<file path="config.mk">
export PLATFORM = sky130hd
export DESIGN_NAME = wb_arbiter
export DESIGN_NICKNAME = d
export VERILOG_FILES = /design/src/rtl/wb_arbiter.sv
export SDC_FILE = /design/constraint.sdc
export NUM_CORES = 1
export LEC_CHECK = 0
export ABC_AREA = 0
export CAP_MARGIN = 40
export CORE_MARGIN = 2
export CORE_UTILIZATION = 35
export CTS_BUF_LIST = sky130_fd_sc_hd__clkbuf_4
export CTS_CLUSTER_DIAMETER = 200
export DETAILED_ROUTE_END_ITERATION = 10
export REMOVE_ABC_BUFFERS = 1
export SKIP_LAST_GASP = 1
export SLEW_MARGIN = 0
export SYNTH_ARGS = -nofsm -noshare
export SYNTH_HDL_FRONTEND = slang
export SYNTH_SLANG_ARGS = --single-unit
export TNS_END_PERCENT = 1
</file>
<file path="constraint.sdc">
create_clock -name clk -period 2.1 [get_ports clk]
set_clock_uncertainty 0.05 [all_clocks]
set_input_delay 0.42 -clock clk [delete_from_list [all_inputs] [get_ports clk]]
set_output_delay 0.42 -clock clk [all_outputs]
set_load 0.01 [all_outputs]
</file>
<file path="src/rtl/wb_arbiter.sv">
// wb_arbiter
//   Writeback stage feeding the register file write port. Results come from
//   two sources: the single-cycle ALU path and the multi-cycle load/store unit.
//
//   The ALU always wins the port. LSU results wait in a small in-order FIFO
//   and drain whenever the ALU leaves the port free. Writes to x0 are never
//   issued from either source. The rf_* outputs are registered, so there is
//   one cycle of latency from selection to the write.
//
//   Parameters
//     XLEN       data width of results and of rf_wd
//     LSU_DEPTH  LSU FIFO entries (power of two, >= 2)
//
//   Ports
//     clk, rst_n           clock, asynchronous active-low reset
//     alu_valid/rd/wd      ALU result; no backpressure
//     lsu_valid/rd/wd      LSU result offer
//     lsu_ready            LSU offer accepted when lsu_valid && lsu_ready
//     rf_we/rf_rd/rf_wd    registered register-file write port
//     lsu_count            current FIFO occupancy
//     wb_pending           (WB_SCOREBOARD_EN only) destinations with a write
//                          still outstanding in the FIFO or on the rf port
//
//   Build option
//     WB_SCOREBOARD_EN  adds the wb_pending output and its comparators.
module wb_arbiter #(
    parameter int XLEN      = 32,
    parameter int LSU_DEPTH = 4
) (
    input  logic                         clk,
    input  logic                         rst_n,
    input  logic                         alu_valid,
    input  logic [4:0]                   alu_rd,
    input  logic [XLEN-1:0]              alu_wd,
    input  logic                         lsu_valid,
    output logic                         lsu_ready,
    input  logic [4:0]                   lsu_rd,
    input  logic [XLEN-1:0]              lsu_wd,
    output logic                         rf_we,
    output logic [4:0]                   rf_rd,
    output logic [XLEN-1:0]              rf_wd,
    output logic [$clog2(LSU_DEPTH):0]   lsu_count
`ifdef WB_SCOREBOARD_EN
    ,
    output logic [31:0]                  wb_pending
`endif
);

    localparam int PTR_W = $clog2(LSU_DEPTH);
    localparam int CNT_W = PTR_W + 1;
    localparam logic [PTR_W-1:0] PTR_ONE = PTR_W'(1);
    localparam logic [CNT_W-1:0] CNT_ONE = CNT_W'(1);
    localparam logic [CNT_W-1:0] CNT_FULL = CNT_W'(LSU_DEPTH);

    logic [4:0]      fifo_rd [LSU_DEPTH];
    logic [XLEN-1:0] fifo_wd [LSU_DEPTH];
    logic [PTR_W-1:0] wr_ptr;
    logic [PTR_W-1:0] rd_ptr;
    logic [CNT_W-1:0] count;

    logic alu_take;
    logic push;
    logic pop;

    // Handshake and arbitration decisions for this cycle. lsu_ready looks
    // only at the registered count, so a full FIFO refuses an offer even in
    // a cycle where it pops. An accepted offer to x0 completes but is
    // dropped. A pop only happens when the ALU does not claim the port, and
    // it reads the current head, so a push made this cycle cannot bypass.
    always_comb begin
        lsu_ready = (count != CNT_FULL);
        alu_take  = alu_valid && (alu_rd != 5'd0);
        push      = lsu_valid && lsu_ready && (lsu_rd != 5'd0);
        pop       = !alu_take && (count != '0);
    end

    assign lsu_count = count;

    // FIFO storage carries no reset. Only the pointers and count decide
    // which entries are valid.
    always_ff @(posedge clk) begin
        if (push) begin
            fifo_rd[wr_ptr] <= lsu_rd;
            fifo_wd[wr_ptr] <= lsu_wd;
        end
    end

    // FIFO pointers and occupancy. The pointers wrap naturally because the
    // depth is a power of two. A push and a pop in the same cycle leave the
    // count unchanged.
    always_ff @(posedge clk or negedge rst_n) begin
        if (!rst_n) begin
            wr_ptr <= '0;
            rd_ptr <= '0;
            count  <= '0;
        end else begin
            if (push) begin
                wr_ptr <= wr_ptr + PTR_ONE;
            end
            if (pop) begin
                rd_ptr <= rd_ptr + PTR_ONE;
            end
            if (push && !pop) begin
                count <= count + CNT_ONE;
            end else if (pop && !push) begin
                count <= count - CNT_ONE;
            end
        end
    end

    // Registered write port. On an idle cycle only the enable drops, and
    // address and data keep their last values. Reset clears everything, so
    // a write that was selected but not yet issued is lost.
    always_ff @(posedge clk or negedge rst_n) begin
        if (!rst_n) begin
            rf_we <= 1'b0;
            rf_rd <= 5'd0;
            rf_wd <= '0;
        end else if (alu_take) begin
            rf_we <= 1'b1;
            rf_rd <= alu_rd;
            rf_wd <= alu_wd;
        end else if (pop) begin
            rf_we <= 1'b1;
            rf_rd <= fifo_rd[rd_ptr];
            rf_wd <= fifo_wd[rd_ptr];
        end else begin
            rf_we <= 1'b0;
        end
    end

`ifdef WB_SCOREBOARD_EN
    // Outstanding-destination map for decode. Slot i, counted from the
    // head, is valid when i < count. x0 is forced clear because it is never
    // written.
    always_comb begin
        wb_pending = 32'd0;
        for (int i = 0; i < LSU_DEPTH; i++) begin
            if (CNT_W'(i) < count) begin
                wb_pending[fifo_rd[rd_ptr + PTR_W'(i)]] = 1'b1;
            end
        end
        if (rf_we) begin
            wb_pending[rf_rd] = 1'b1;
        end
        wb_pending[0] = 1'b0;
    end
`endif

endmodule
</file>
Word level (Yosys, flattened, before mapping)
Memories as Yosys holds them, arrays and structs flattened.
Cells that the tools add are included.
Word-level totals
  flip-flop bits (word level): 45
  RAM bits: 148
  input port bits: 78
  output and inout bits: 42
  logic and storage cells: 37
  memories: 2
Cells by class
  $add $sub $neg: 4
  equality and inequality tests: 1
  mux-type cells: 10
  reductions and logical operators: 14
Memory list
  fifo_wd: words 4, width 32, read ports 1, clocked after Yosys merged registers in 0, write ports 1, line 56  | logic [XLEN-1:0] fifo_wd [LSU_DEPTH];
  fifo_rd: words 4, width 5, read ports 1, clocked after Yosys merged registers in 0, write ports 1, line 55  | logic [4:0] fifo_rd [LSU_DEPTH];
Operators by type and width (count)
  $mux 32: 2
  $mux 5: 2
  $reduce_bool 5->1: 2
  $logic_and 1x1->1: 6
  $mux 3: 2
  $add 2x1->2 const B: 2
  $mux 1: 4
  $reduce_bool 2->1: 2
  $add 3x1->3 const B: 1
  $logic_not 1->1: 3
  $ne 3x3->1 const B: 1
  $reduce_bool 3->1: 1
  $sub 3x1->3 const B: 1

Depth between registers and ports, before layout
Gate-level depths: netlist of run 1.
  depth in word-level cells: 7
  mapped depth: 10
  depth with buffers taken out: 9

Worst setup path after synthesis of run 1
OpenSTA, ideal clock, no wires.
  kind: input to register
  from: in alu_rd[1]
  to: reg count[1], in the netlist lsu_count[1]
  setup time: 0.125 ns
  arrival: 2.261 ns
  data required time: 1.925 ns
  setup slack: -0.335 ns
  stages on the path: 8
  buffers on the path: 1
  cell sequence: or4_4 -> o21ai_4 -> buf_6 -> nand2_1 -> ha_1 -> inv_1 -> fa_1 -> mux2_2
On the way
  cells in the longest elaborated chain, start to end: 7
  elaborated cells between the ends (all ways): 9
  classes of those cells: mux: 1; reduce/logical: 8
Ends and longest elaborated chain
  start: declaration: line 33  | input logic [4:0] alu_rd,
  $reduce_bool 5->1 (*): line 72  | alu_take = alu_valid && (alu_rd != 5'd0);
  $logic_and 1x1->1 (*): line 72
  $logic_not 1->1 (*): line 74  | pop = !alu_take && (count != '0);
  $logic_and 1x1->1 (*): line 74
  $logic_not 1->1: line 103  | if (push && !pop) begin
  $logic_and 1x1->1: line 103
  $mux 3 or $reduce_bool 2->1 (tied branches)
  end signal: assignment: line 104  | count <= count + CNT_ONE;
  end signal: assignment: line 106  | count <= count - CNT_ONE;
  end: declaration: line 59  | logic [CNT_W-1:0] count;
Mark *: on every way between the ends. The rest lies on a longest branch, timed or not.
A chain may end at the register's enable or synchronous reset.

Worst setup path in the final report of run 1
  from: reg count[1], in the netlist lsu_count[1]
  to: reg count[2], in the netlist lsu_count[2]
On the way
  cells in the longest elaborated chain, start to end: 6
  elaborated cells between the ends (all ways): 14
  classes of those cells: add/sub: 2; eq/ne: 1; mux: 2; reduce/logical: 9
Ends and longest elaborated chain
  branches (longest 6 deep; another with $sub 3x1->3)
Several ways; the timed one is not identified. The select of a mux whose other input is x is not followed.

==> results.md, run 1 <==
- Status: finished with violations
- Failing checks: negative setup slack
- Site Rows: 53
- Post-synthesis sequential area ratio: 0.746
- Syn Inst Count: 433
- Netlist cell types: 26
- Pwr dens: 1200 mW/mm2
- Hold Crit Class: in -> reg
- Max FO, Critical Path: 2
- Initial DRT Pass Iterations: 4
- Crit path DAT: 2610 ps
- Die width: 150 um
- Number of global-route vias before repair: 4,395
- Clock transition at path regs: 150 ps
- Pin count of the biggest net entering global routing: 39
- Final period util: 1.02
- Setup ws final: -45.9 ps
- Die H: 150 um
- Residual DRC count: 0
- Count leader, synth: edfxtp_1
- Crit path capture type: register
- Maximum vdd drop: 0.407 mV
- Area Overhead vs Synth: 28.0%
- Delay-heaviest family, CP: simple AND/OR/NAND/NOR gates
- Max Clock Freq: 466 MHz
- 1st-iter DRT viols: 205
- CTS Buffer Depth: 2
- Most area-hungry cell type in the Yosys netlist: edfxtp_1
- Worst skew pair latency: 580 ps
- RSZ-0062 raised after global routing: yes
- Synthesized flop and latch total: 193
- Critical Path Most Common Cell: xor2_1
- CP required: 2560 ps
- Max Transition Viols Final: 0
- Power Total: 11,500 uW
- GRT overflow: 0
- Post-synth ARST share: 0.233
- Critical path startpoint category: register
- Port bufs: 119
- TritonCTS buffer count: 17
- Avg WL per Cell: 17.7 um
- H-Tree Level Count: 4
- Weighted congestion at the end of routability-driven global placement: 0.685
- Dominant cells by area after synthesis: edfxtp_1 (60%), dfrtp_1 (15%), mux4_2 (11%), nand2_1 (3.8%), a31oi_1 (2.9%)
- Detail Route Antenna Nets: 0
- Hold path cells: 1
- Crit-path cells: or3_2 > nand2_2 > ha_2 > inv_1 > fa_1 > xor2_1 > nor2_1 > xor2_1
- Yosys top cell area share: 0.595
- Cell Area, Synth: 0.00747 mm2
- CTS tree: built
- Hold Violations, Final: 0
- DP Worst Slack: -767 ps
- Clock sink count: 193
- Initial antenna violation count: 1
- Die ar.: 0.0225 mm2
- Area of the core: 0.0210 mm2
- Starting Density: 0.356
- Commonest cells post-synth: edfxtp_1 (148), nand2_1 (75), dfrtp_1 (45), mux4_2 (37), nor2_1 (37)
- # Max-Cap Violations: 0
- Leak: 0.00334 uW
- Global-route wire length before repair: 23.5 mm
- Worst hold margin: 210 ps
- Slew headroom: 0.544
- Fraction of final layout cells sized beyond drive strength 1: 0.198
- Worst path slowest cell: or3_2
- WP buf/inv: 1
- NumNets Final: 666
- Mean post-synth cell area: 17.2 um2
- Vias: 4,194
- Placed wire-length estimate: 10.1 mm
- Number of synthesized flops with an enable pin: 148
- Via density: 4.82
- Total Wirelength: 15.4 mm
- IO Pins: 120
- Setup TNS: -74.2 ps
- GRT Total Usage: 0.143
- Final core occ: 0.456
- Clk root buf: clkbuf_4
- Final min period: 2150 ps
- Slew of the pin with the lowest slew margin: 684 ps
- Max incr delay on CP: 500 ps
- Worst Path Class, Setup: reg -> reg
- Ys Warns: 0
- Setup-failing EPs final: 3
- R2r worst-path depth: 8
- Top FF cell, synth: edfxtp_1
- Critical path depth: 8
==> flip-flops by register name, summed over array words and instances, names as in the netlist <==
register,flops
fifo_wd,128
rf_wd,32
fifo_rd,20
rf_rd,5
lsu_count,3
rd_ptr,2
wr_ptr,2
rf_we,1
==> logic make-up (layout without fill, tap and decap cells) <==
group | count (synthesis) | in the layout | synth area share
flip-flops | 193 | 193 | 0.746
buffers and inverters | 27 | 189 | 0.0203
adder cells (fa/ha/maj) | 6 | 6 | 0.0111
multiplexers | 39 | 39 | 0.115
AO/OA/AOI/OAI | 39 | 39 | 0.0352
XOR/XNOR | 6 | 6 | 0.00704
other | 0 | 1 | 0
AND/OR/NAND/NOR | 123 | 123 | 0.0657
==> repair_timing <==
action | in CTS | in global routing
resized for setup | 3 | 5
pin swaps | 0 | 1
hold endpoints to repair | 20 | 0
setup buffers | 0 | 0
hold buffers | 1 | 0
setup endpoints to repair | 6 | 6
==> placed cells by master (no fill, tap or decap), types with 13 or more instances in the layout <==
| cell type | instances |
|---|---|
| a31oi_1 | 35 |
| buf_12 | 13 |
| buf_4 | 21 |
| clkbuf_4 | 17 |
| clkdlybuf4s50_1 | 114 |
| dfrtp_1 | 43 |
| edfxtp_1 | 148 |
| mux4_2 | 37 |
| nand2_1 | 74 |
| nor2_1 | 37 |
==> layout make-up <==
class	instances	area, um2
Antenna cell	1	2.50
Clock buffer	17	128
Clock inverter	15	126
Fill cell	1867	11400
Inverter	3	11.3
Multi-Input combinational cell	213	1760
Sequential cell	193	5580
Tap cell	275	344
Timing Repair Buffer	154	1610
==> power by group <==
group	internal, uW	switching, uW	leakage, uW	total [uW]
Sequential	5090	359	0.00187	5450
Combinational	2230	1990	0.00134	4220
Clock	500	1310	0.000127	1810
Total	7820	3660	0.00334	11500
==> worst reg2reg max path, cell delays in order, from the launching register on <==
cell,delay [ps]
dfrtp_1,400
or3_2,500
nand2_2,90
ha_2,180
inv_1,50
fa_1,370
xor2_1,170
nor2_1,110
xor2_1,170
==> worst paths after layout <==
kind / start / to / slack [ps]
min in group asynchronous: rst_n / rf_wd[13]$_DFFE_PN0P_ / 340
max in group asynchronous: rst_n / rd_ptr[0]$_DFFE_PN0P_ / 1080
min reg2reg: rf_rd[3]$_DFFE_PN0P_ / rf_rd[3]$_DFFE_PN0P_ / 500
max: lsu_count[1]$_DFFE_PN0P_ / lsu_count[2]$_DFFE_PN0P_ / -50
min: lsu_rd[0] / fifo_rd[3][0]$_DFFE_PP_ / 210
max reg2reg: lsu_count[1]$_DFFE_PN0P_ / lsu_count[2]$_DFFE_PN0P_ / -50
==> through the flow <==
| stage | instance area [um2] | instances |
|---|---|---|
| 6_report | 9560 | 871 |
| 3_5_place_dp | 9290 | 837 |
| 5_1_grt | 9560 | 871 |
| 2_1_floorplan | 7330 | 409 |
| 4_1_cts | 9550 | 870 |
| 3_3_place_gp | 9290 | 837 |
==> per-layer routing <==
layer,GRT usage,vias up,wire [um],share of wire
li1,-,1949,-,-
met1,0.171,2131,6590,0.43
met5,0,-,0,0
met2,0.248,100,7850,0.51
met4,0.0561,0,218,0.014
met3,0.0335,14,767,0.050
Note: power is estimated with default switching activity, not from simulation.
==> run 2, diff against run 1 <==
--- a/config.mk
+++ b/config.mk
@@ -7,6 +7,7 @@
 export LEC_CHECK = 0
 export ABC_AREA = 0
 export CAP_MARGIN = 40
+export CORE_ASPECT_RATIO = 0.9
 export CORE_MARGIN = 2
 export CORE_UTILIZATION = 35
 export CTS_BUF_LIST = sky130_fd_sc_hd__clkbuf_4
==> results.md, run 2 (synthesis gave the netlist of run 1 again) <==
- Status: finished with violations
- Failing checks: negative setup slack
- Worst path slowest cell: or4_1
- Hold Startpoint: lsu_rd[0]
- CTS Buffer Depth: 2
- Crit Reg-Reg Endpoint: lsu_count[1]$_DFFE_PN0P_
- Hold Violations, Final: 0
- Total Wirelength: 15.6 mm
- Slew headroom: 0.651
- Maximum vdd drop: 0.434 mV
- H-Tree Level Count: 4
- Setup ws final: -100 ps
- Site Rows: 50
- Clock sink count: 193
- Leak: 0.00332 uW
- IO Pins: 120
- Clock transition at path regs: 150 ps
- Register-to-register setup slack: 80 ps
- R2r worst-path depth: 8
- Placed cell area: 0.00922 mm2
- Worst Path Class, Setup: in -> reg
- Final min period: 2200 ps
- Detail Route Antenna Nets: 0
- Final core occ: 0.454
- NumNets Final: 665
- Initial antenna violation count: 2
- Max FO, Critical Path: 5
- # Max-Cap Violations: 0
- Hold Crit Class: in -> reg
- TritonCTS buffer count: 17
- Max incr delay on CP: 500 ps
- Setup-failing EPs final: 1
- Fraction of final layout cells sized beyond drive strength 1: 0.195
- Via density: 4.75
- Number of global-route vias before repair: 4,417
- Final period util: 1.05
- CTS tree: built
- Finished Layout Cells: 880
- Die ar.: 0.0225 mm2
- Starting Density: 0.357
- Diode count: 0
- Top reg by flops: fifo_wd
- DP Cell Count: 847
- Worst R2R Start: lsu_count[1]$_DFFE_PN0P_
- Port bufs: 119
- Max Transition Viols Final: 0
- Weighted congestion at the end of routability-driven global placement: 0.704
- Fin area: 0.00949 mm2
- 1st-iter DRT viols: 240
- Delay-heaviest family, CP: adder cells
- Vias: 4,183
- Crit-path cells: clkdlybuf4s50_1 > or4_1 > o211a_1 > ha_1 > inv_1 > fa_1 > mux2_2
- Area Overhead vs Synth: 27.1%
- RSZ-0062 raised after global routing: yes
- Post-CTS setup buffers: 0
- WP buf/inv: 2
- Most frequent cells in the layout: edfxtp_1 (148), clkdlybuf4s50_1 (114), nand2_1 (74), dfrtp_1 (43)
- Origin of the worst setup path: lsu_rd[2]
- Crit path capture type: register
- Max reg flops: 128
- CP required: 2510 ps
- Largest registers: fifo_wd (128), rf_wd (32), fifo_rd (20)
- Residual DRC count: 0
- Initial DRT Pass Iterations: 4
- GRT Total Usage: 0.144
- Area of the core: 0.0209 mm2
- Crit path DAT: 2610 ps
- Most common cell after layout, fill and taps aside: edfxtp_1
- Worst skew pair latency: 550 ps
- Pin count of the biggest net entering global routing: 39
- Max Clock Freq: 454 MHz
- Avg WL per Cell: 17.7 um
- Critical path startpoint category: input pin
- Die H: 143 um
- Slew of the pin with the lowest slew margin: 523 ps
- WHS Endpoint: fifo_rd[0][0]$_DFFE_PP_
- Hold path cells: 1
- Clk root buf: clkbuf_4
- Pwr dens: 1200 mW/mm2
- Global-route wire length before repair: 23.8 mm
- Die width: 158 um
- Placed wire-length estimate: 10.1 mm
- GRT overflow: 0
- Fillers: 1,841
run 2: changes by cell type in the layout (fill, tap and decap cells not counted), sizes merged:
cell         before  now
clkinv            5    6
clkbuf           18   19
inv               9    4
buf              35   34
diode             1    0
clkinvlp          4    5
dlygate4sd2       2    3
bufinv            0    1
run 2: worst reg2reg max path: cells and delay by family (launching register included):
kind                       cells  cell delay, ps
buffers and inverters          2             230
AOI/OAI and AO/OA              1             160
and+or+nand+nor                2             190
DFF                            1             410
adders and majority gates      2             620
muxes                          1             270
run 2: final cells by class:
cell class,count,area [um2],share of cell area
inverters,3,11.3,0.00119
repair buffers,153,1530,0.161
multi-input cells,213,1760,0.186
clock buffers,19,143,0.0150
flip-flops and latches,193,5580,0.587
clock inverters,13,114,0.0120
well taps,286,358,0.0377
run 2: how the worst max path moves through the flow:
stage,slack [ps],endpoint,cells past startpoint
6_report,-100,lsu_count[1]$_DFFE_PN0P_,7
2_1_floorplan,-1160,lsu_count[1]$_DFFE_PN0P_,7
3_5_place_dp,-730,lsu_count[1]$_DFFE_PN0P_,7
3_3_place_gp,-680,lsu_count[1]$_DFFE_PN0P_,7
4_1_cts,-60,lsu_count[0],2
5_1_grt,-100,lsu_count[1]$_DFFE_PN0P_,7
run 2: timing repair:
action | in CTS | in global routing
hold buffers | 1 | 0
resized for setup | 3 | 3
pin swaps | 0 | 1
setup endpoints to repair | 6 | 10
endpoints found under the hold margin | 16 | 0
run 2: power breakdown:
group,internal (uW),switching [uW],leakage (uW)
Sequential,5090,365,0.00187
Combinational,2140,1970,0.00132
Clock,610,1220,0.000131
run 2: per-stage QoR:
step | worst slack (ps) | hold WS (ps) | setup TNS, ps | total power [uW]
after CTS | -61.5 | 159 | -225 | 11600
after floorplan | -1160 | 74.4 | -62650 | 7770
final | -100 | 203 | -100 | 11400
after global routing | -99.8 | 180 | -514 | 12100
after global placement | -681 | 370 | -79610 | 9670
after detailed placement | -730 | 374 | -87300 | 9780
run 2: routing by layer:
metal,GRT usage,part of all wire
met5,0,0.00083
met4,0.0460,0.010
met3,0.0375,0.042
met2,0.253,0.51
met1,0.173,0.44
